[src/rtl/calc_pkg.sv]
// calc_pkg -- request packet type, execution-unit select codes and dispatcher
// state encoding shared by the calculator request path.
`default_nettype none

package calc_pkg;

   typedef struct packed {
      logic        req;
      logic [3:0]  req_type;
      logic [1:0]  req_id;
      logic [31:0] req_data1;
      logic [31:0] req_data2;
   } req_pkt_type;

   localparam logic [1:0] UNIT_ALU = 2'b00;
   localparam logic [1:0] UNIT_SHF = 2'b01;

   typedef enum logic [1:0] {
      IDLE     = 2'd0,
      SEND_ALU = 2'd1,
      SEND_SHF = 2'd2
   } disp_state_t;

   // The upper two req_type bits select the target execution unit.
   function automatic logic [1:0] unit_of(input req_pkt_type p);
      return p.req_type[3:2];
   endfunction

endpackage

`default_nettype wire

[src/rtl/dispatch_credit.sv]
// dispatch_credit -- per-unit outstanding-request counter; grants credit while
// fewer than MAX_OUTST requests are in flight and flags stray completions.
`default_nettype none

module dispatch_credit #(
   parameter int MAX_OUTST = 2,
   parameter int CW        = $clog2(MAX_OUTST + 1) + 1
) (
   input  logic          clk,
   input  logic          rst_b,
   input  logic          i_issue,
   input  logic          i_cpl,
   output logic [CW-1:0] o_outst,
   output logic          o_avail,
   output logic          o_err
);

   localparam logic [CW-1:0] c_MAX = CW'(MAX_OUTST);
   localparam logic [CW-1:0] c_ONE = CW'(1);

   logic [CW-1:0] r_outst;
   logic          r_err;

   always_ff @(posedge clk or negedge rst_b) begin
      if (!rst_b) begin
         r_outst <= '0;
         r_err   <= 1'b0;
      end else begin
         // A completion with nothing in flight is reported and otherwise ignored.
         r_err <= i_cpl && !i_issue && (r_outst == '0);
         case ({i_issue, i_cpl})
            2'b10:   r_outst <= r_outst + c_ONE;
            2'b01:   if (r_outst != '0) r_outst <= r_outst - c_ONE;
            default: r_outst <= r_outst;
         endcase
      end
   end

   assign o_outst = r_outst;
   assign o_avail = (r_outst < c_MAX);
   assign o_err   = r_err;

endmodule

`default_nettype wire

[src/rtl/req_dispatch.sv]
// req_dispatch -- pops packets from the request FIFO head and hands them to
// the ALU or shifter over a valid/ready handshake, subject to per-unit credit.
`default_nettype none

module req_dispatch
   import calc_pkg::*;
#(
   parameter int MAX_OUTST = 2
) (
   input  logic        clk,
   input  logic        rst_b,
   input  req_pkt_type head_req,
   output logic        fifo_read,
   output logic        alu_valid,
   input  logic        alu_ready,
   output req_pkt_type alu_req,
   output logic        shf_valid,
   input  logic        shf_ready,
   output req_pkt_type shf_req,
   input  logic        alu_cpl,
   input  logic        shf_cpl,
   output logic        err_type,
   output logic        err_cpl,
   output logic [7:0]  issued_cnt
);

   localparam int CW = $clog2(MAX_OUTST + 1) + 1;

   disp_state_t r_state;
   disp_state_t w_next;

   logic        r_alu_valid;
   logic        r_shf_valid;
   req_pkt_type r_alu_req;
   req_pkt_type r_shf_req;
   logic [7:0]  r_issued_cnt;

   logic          w_fifo_read;
   logic          w_err_type;
   logic          w_load_alu;
   logic          w_load_shf;
   logic          w_alu_hs;
   logic          w_shf_hs;
   logic          w_alu_avail;
   logic          w_shf_avail;
   logic          w_alu_err;
   logic          w_shf_err;
   logic [CW-1:0] w_alu_outst;
   logic [CW-1:0] w_shf_outst;
   logic [1:0]    w_unit;

   assign w_unit   = unit_of(head_req);
   assign w_alu_hs = r_alu_valid && alu_ready;
   assign w_shf_hs = r_shf_valid && shf_ready;

   always_ff @(posedge clk or negedge rst_b) begin
      if (!rst_b) begin
         r_state <= IDLE;
      end else begin
         r_state <= w_next;
      end
   end

   always_comb begin
      w_next      = r_state;
      w_fifo_read = 1'b0;
      w_err_type  = 1'b0;
      w_load_alu  = 1'b0;
      w_load_shf  = 1'b0;
      case (r_state)
         IDLE: begin
            if (head_req.req) begin
               if (w_unit == UNIT_ALU) begin
                  if (w_alu_avail) begin
                     w_fifo_read = 1'b1;
                     w_load_alu  = 1'b1;
                     w_next      = SEND_ALU;
                  end
               end else if (w_unit == UNIT_SHF) begin
                  if (w_shf_avail) begin
                     w_fifo_read = 1'b1;
                     w_load_shf  = 1'b1;
                     w_next      = SEND_SHF;
                  end
               end else begin
                  w_fifo_read = 1'b1;
                  w_err_type  = 1'b1;
               end
            end
         end
         SEND_ALU: if (w_alu_hs) w_next = IDLE;
         SEND_SHF: if (w_shf_hs) w_next = IDLE;
         default:  w_next = IDLE;
      endcase
   end

   // Output registers clear on handshake so an idle interface always shows '0.
   always_ff @(posedge clk or negedge rst_b) begin
      if (!rst_b) begin
         r_alu_valid  <= 1'b0;
         r_shf_valid  <= 1'b0;
         r_alu_req    <= '0;
         r_shf_req    <= '0;
         r_issued_cnt <= 8'd0;
      end else begin
         if (w_load_alu) begin
            r_alu_valid <= 1'b1;
            r_alu_req   <= head_req;
         end else if (w_alu_hs) begin
            r_alu_valid <= 1'b0;
            r_alu_req   <= '0;
         end
         if (w_load_shf) begin
            r_shf_valid <= 1'b1;
            r_shf_req   <= head_req;
         end else if (w_shf_hs) begin
            r_shf_valid <= 1'b0;
            r_shf_req   <= '0;
         end
         if (w_alu_hs || w_shf_hs) r_issued_cnt <= r_issued_cnt + 8'd1;
      end
   end

   dispatch_credit #(
      .MAX_OUTST (MAX_OUTST),
      .CW        (CW)
   ) u_alu_credit (
      .clk     (clk),
      .rst_b   (rst_b),
      .i_issue (w_alu_hs),
      .i_cpl   (alu_cpl),
      .o_outst (w_alu_outst),
      .o_avail (w_alu_avail),
      .o_err   (w_alu_err)
   );

   dispatch_credit #(
      .MAX_OUTST (MAX_OUTST),
      .CW        (CW)
   ) u_shf_credit (
      .clk     (clk),
      .rst_b   (rst_b),
      .i_issue (w_shf_hs),
      .i_cpl   (shf_cpl),
      .o_outst (w_shf_outst),
      .o_avail (w_shf_avail),
      .o_err   (w_shf_err)
   );

   // The FSM sits in IDLE during reset, so the pop/error strobes are masked by rst_b.
   assign fifo_read  = w_fifo_read && rst_b;
   assign err_type   = w_err_type && rst_b;
   assign err_cpl    = w_alu_err || w_shf_err;
   assign alu_valid  = r_alu_valid;
   assign shf_valid  = r_shf_valid;
   assign alu_req    = r_alu_req;
   assign shf_req    = r_shf_req;
   assign issued_cnt = r_issued_cnt;

endmodule

`default_nettype wire
[config.mk]
export PLATFORM = sky130hd
export DESIGN_NAME = req_dispatch
export DESIGN_NICKNAME = d
export VERILOG_FILES = /design/src/rtl/calc_pkg.sv /design/src/rtl/dispatch_credit.sv /design/src/rtl/req_dispatch.sv
export SDC_FILE = /design/constraint.sdc
export NUM_CORES = 1
export LEC_CHECK = 0
export ABC_CLOCK_PERIOD_IN_PS = 3100
export CORE_MARGIN = 1
export CORE_UTILIZATION = 45
export DETAILED_ROUTE_END_ITERATION = 16
export PLACE_DENSITY = 0.82
export SYNTH_ARGS = -nofsm -noshare
export SYNTH_HDL_FRONTEND = slang
export SYNTH_SLANG_ARGS = --single-unit
[constraint.sdc]
create_clock -name clk -period 3.1 [get_ports clk]
set_clock_uncertainty 0.2 [all_clocks]
set_input_delay 0.775 -clock clk [delete_from_list [all_inputs] [get_ports clk]]
set_output_delay 0.775 -clock clk [all_outputs]
set_load 0.03 [all_outputs]
==> metrics.txt <==
WP buf/inv=2; worst reg2reg path endpoint=alu_req[62]$_DFFE_PN0P_; startpoint types=primary input; vias=5257; largest net degree at the start of global routing=163; Die ar.=0.0160 mm²; total gr overflow=0; Post-DRT Antenna Nets=0; CTS Buf Count=17; area added between synthesis and finish=45.0%; DRT Pass-1 Iters=5; total wire length=17000 µm; setup_tns=0 ps; CTS tree=built; H-tree depth=4; Mapped Nets=707; Reg2Reg Setup Slack=1090 ps; Distinct cells, synth=34; Pins Over Slew Limit=0; power per cell area=1010 mW/mm²; origin of the worst min-delay path=shf_req[70]$_DFFE_PN0P_; sequential share of the synthesized area=58.2%; CP Data Arrival Time=1940 ps; nature of the critical path endpoint=output pin; peak per-stage delay on the critical path=430 ps; drt via density=4.97; crit path max fanout=2; CP max-delay cell=clkdlybuf4s50_1; mapped cell area=0.00696 mm²; WS Path Type=in -> out; first-pass GRT wire length=28000 µm; Clock Latency Late Sink=410 ps; DRC=0; clk sinks=162; vias in the first global route=5526; Hold Path Class=reg -> reg; Hold EP=shf_req[70]$_DFFE_PN0P_; Ant. Diodes=0; number of post-CTS setup repair buffers=0; Mapped Cells=627; Synth Register Bits=162; Die H=126 µm; drt initial violations=251; ys async rst share=100%; Post-synth top flop=dfrtp_1; worst hold stages=2; Ports=232; Final Cycle Share=94.2%; worst r2r path cells=4; post-DR wirelength/cell=16.0 µm; clk slew on worst S/H paths=60 ps; crit path launch=head_req[68]; Clock Path Buffers=2; core area=0.0151 mm²; achievable clock frequency=342 MHz; commonest non-fill, non-tap cells in the layout=228 x clkdlybuf4s50_1, 162 x dfrtp_1, 149 x nand2_1; initial antenna violation count=0; post-DP HPWL=11200 µm; CP delay by family, top=buffers and inverters; Die Span X=126 µm; Syn Area/Cell=11.1 µm²; fin nets=937; VDD IR max=0.605 mV; Yosys warnings=0; Power, Total=10.2 mW; Final min period=2920 ps; Initial Utilization=46.0%; cts repair resizes=0; number of synthesized flops with an enable pin=0; worst r2r src=r_state[1]$_DFFE_PN0P_; most common cell after layout, fill and taps aside=clkdlybuf4s50_1; worst-margin pin slew=864 ps; layout cells sized above 1=6.21%; final core area utilization=66.6%; CTS Root Cell=clkbuf_16; max-cap violations=0; Final Setup Violations=0; outcome=completed; P_leak=5.64 nW; hold_ws=280 ps; Worst slew margin=42.4%; # hold bufs at CTS=0; Placer Congestion=0.766; FP Rows=45; RSZ-0062 raised after global routing=no; Req. time, crit path=2120 ps; crit path cell chain=clkdlybuf4s50_1 > nor3_1 > a211oi_1 > nor4_1 > buf_4; GRT Overall Usage=22.6%; number of I/O port buffers=231; Final Hold Viols=0
==> flip-flops by register name (all words and copies together), names as in the netlist <==
signal,flops
u_alu_credit.o_err,1
u_shf_credit.o_err,1
shf_req,71
alu_req,71
alu_valid,1
u_shf_credit.o_outst,3
r_state,2
u_alu_credit.o_outst,3
issued_cnt,8
shf_valid,1
==> tightest hold or removal path: stages, from the launching register on <==
cell     delay (ps)
dfrtp_1         340
nand2_1          50
nand2_1          60
==> synthesized netlist by cell type, types with 5 or more instances <==
cell type	count	share of area [%]
nand2_1	152	8.2
mux2i_1	136	20
nor2_1	5	0.27
and3_1	5	0.45
nand3_1	5	0.36
clkbuf_1	14	0.75
buf_2	10	0.72
xnor2_1	6	0.75
buf_6	6	0.97
dfrtp_1	162	58
inv_1	73	3.9
o21ai_0	7	0.50
==> cell type report <==
class                           instances  area, µm²
Clock buffer                           21        460
Clock inverter                         10        110
Fill cell                            1178       5050
Inverter                               73        274
Multi-Input combinational cell        360       2470
Sequential cell                       162       4050
Tap cell                              188        235
Timing Repair Buffer                  243       2490
==> kinds of logic after synthesis <==
kind of cell,count (synthesis),share of synthesized area (%)
buf+inv,105,6.60
mux,137,19.7
flops,162,58.2
compound gates,23,2.34
simple gates,188,11.4
fa+ha+maj,3,0.539
xor+xnor,9,1.13
==> per-layer routing <==
layer / wire length [µm] / global-route usage, % / up-vias
li1: - / - / 2490
met1: 7330 / 27.1 / 2571
met2: 8040 / 37.3 / 172
met3: 1310 / 8.10 / 24
met4: 273 / 8.65 / 0
met5: 0 / 0 / -
==> report_power, final <==
group	internal (mW)	switching, mW
combinational	2.01	2.71
sequential	2.94	0.531
clock	1.22	0.818
==> metrics by stage <==
stage / cell area [µm²] / instances / worst slack, ps
finish: 10100 / 1057 / 180
global route: 10100 / 1057 / 135
CTS: 10100 / 1057 / 142
detailed placement: 9520 / 1026 / 150
global placement: 9520 / 1026 / 170
floorplan: 6960 / 627 / 157
==> worst max-delay path by stage <==
stage / end / slack (ps) / cells past startpoint
after floorplan: fifo_read / 160 / 3
after global placement: err_type / 170 / 4
after detailed placement: err_type / 150 / 4
after CTS: err_type / 140 / 4
after global routing: fifo_read / 140 / 5
final: fifo_read / 180 / 5
(Power assumes the default switching activity.)
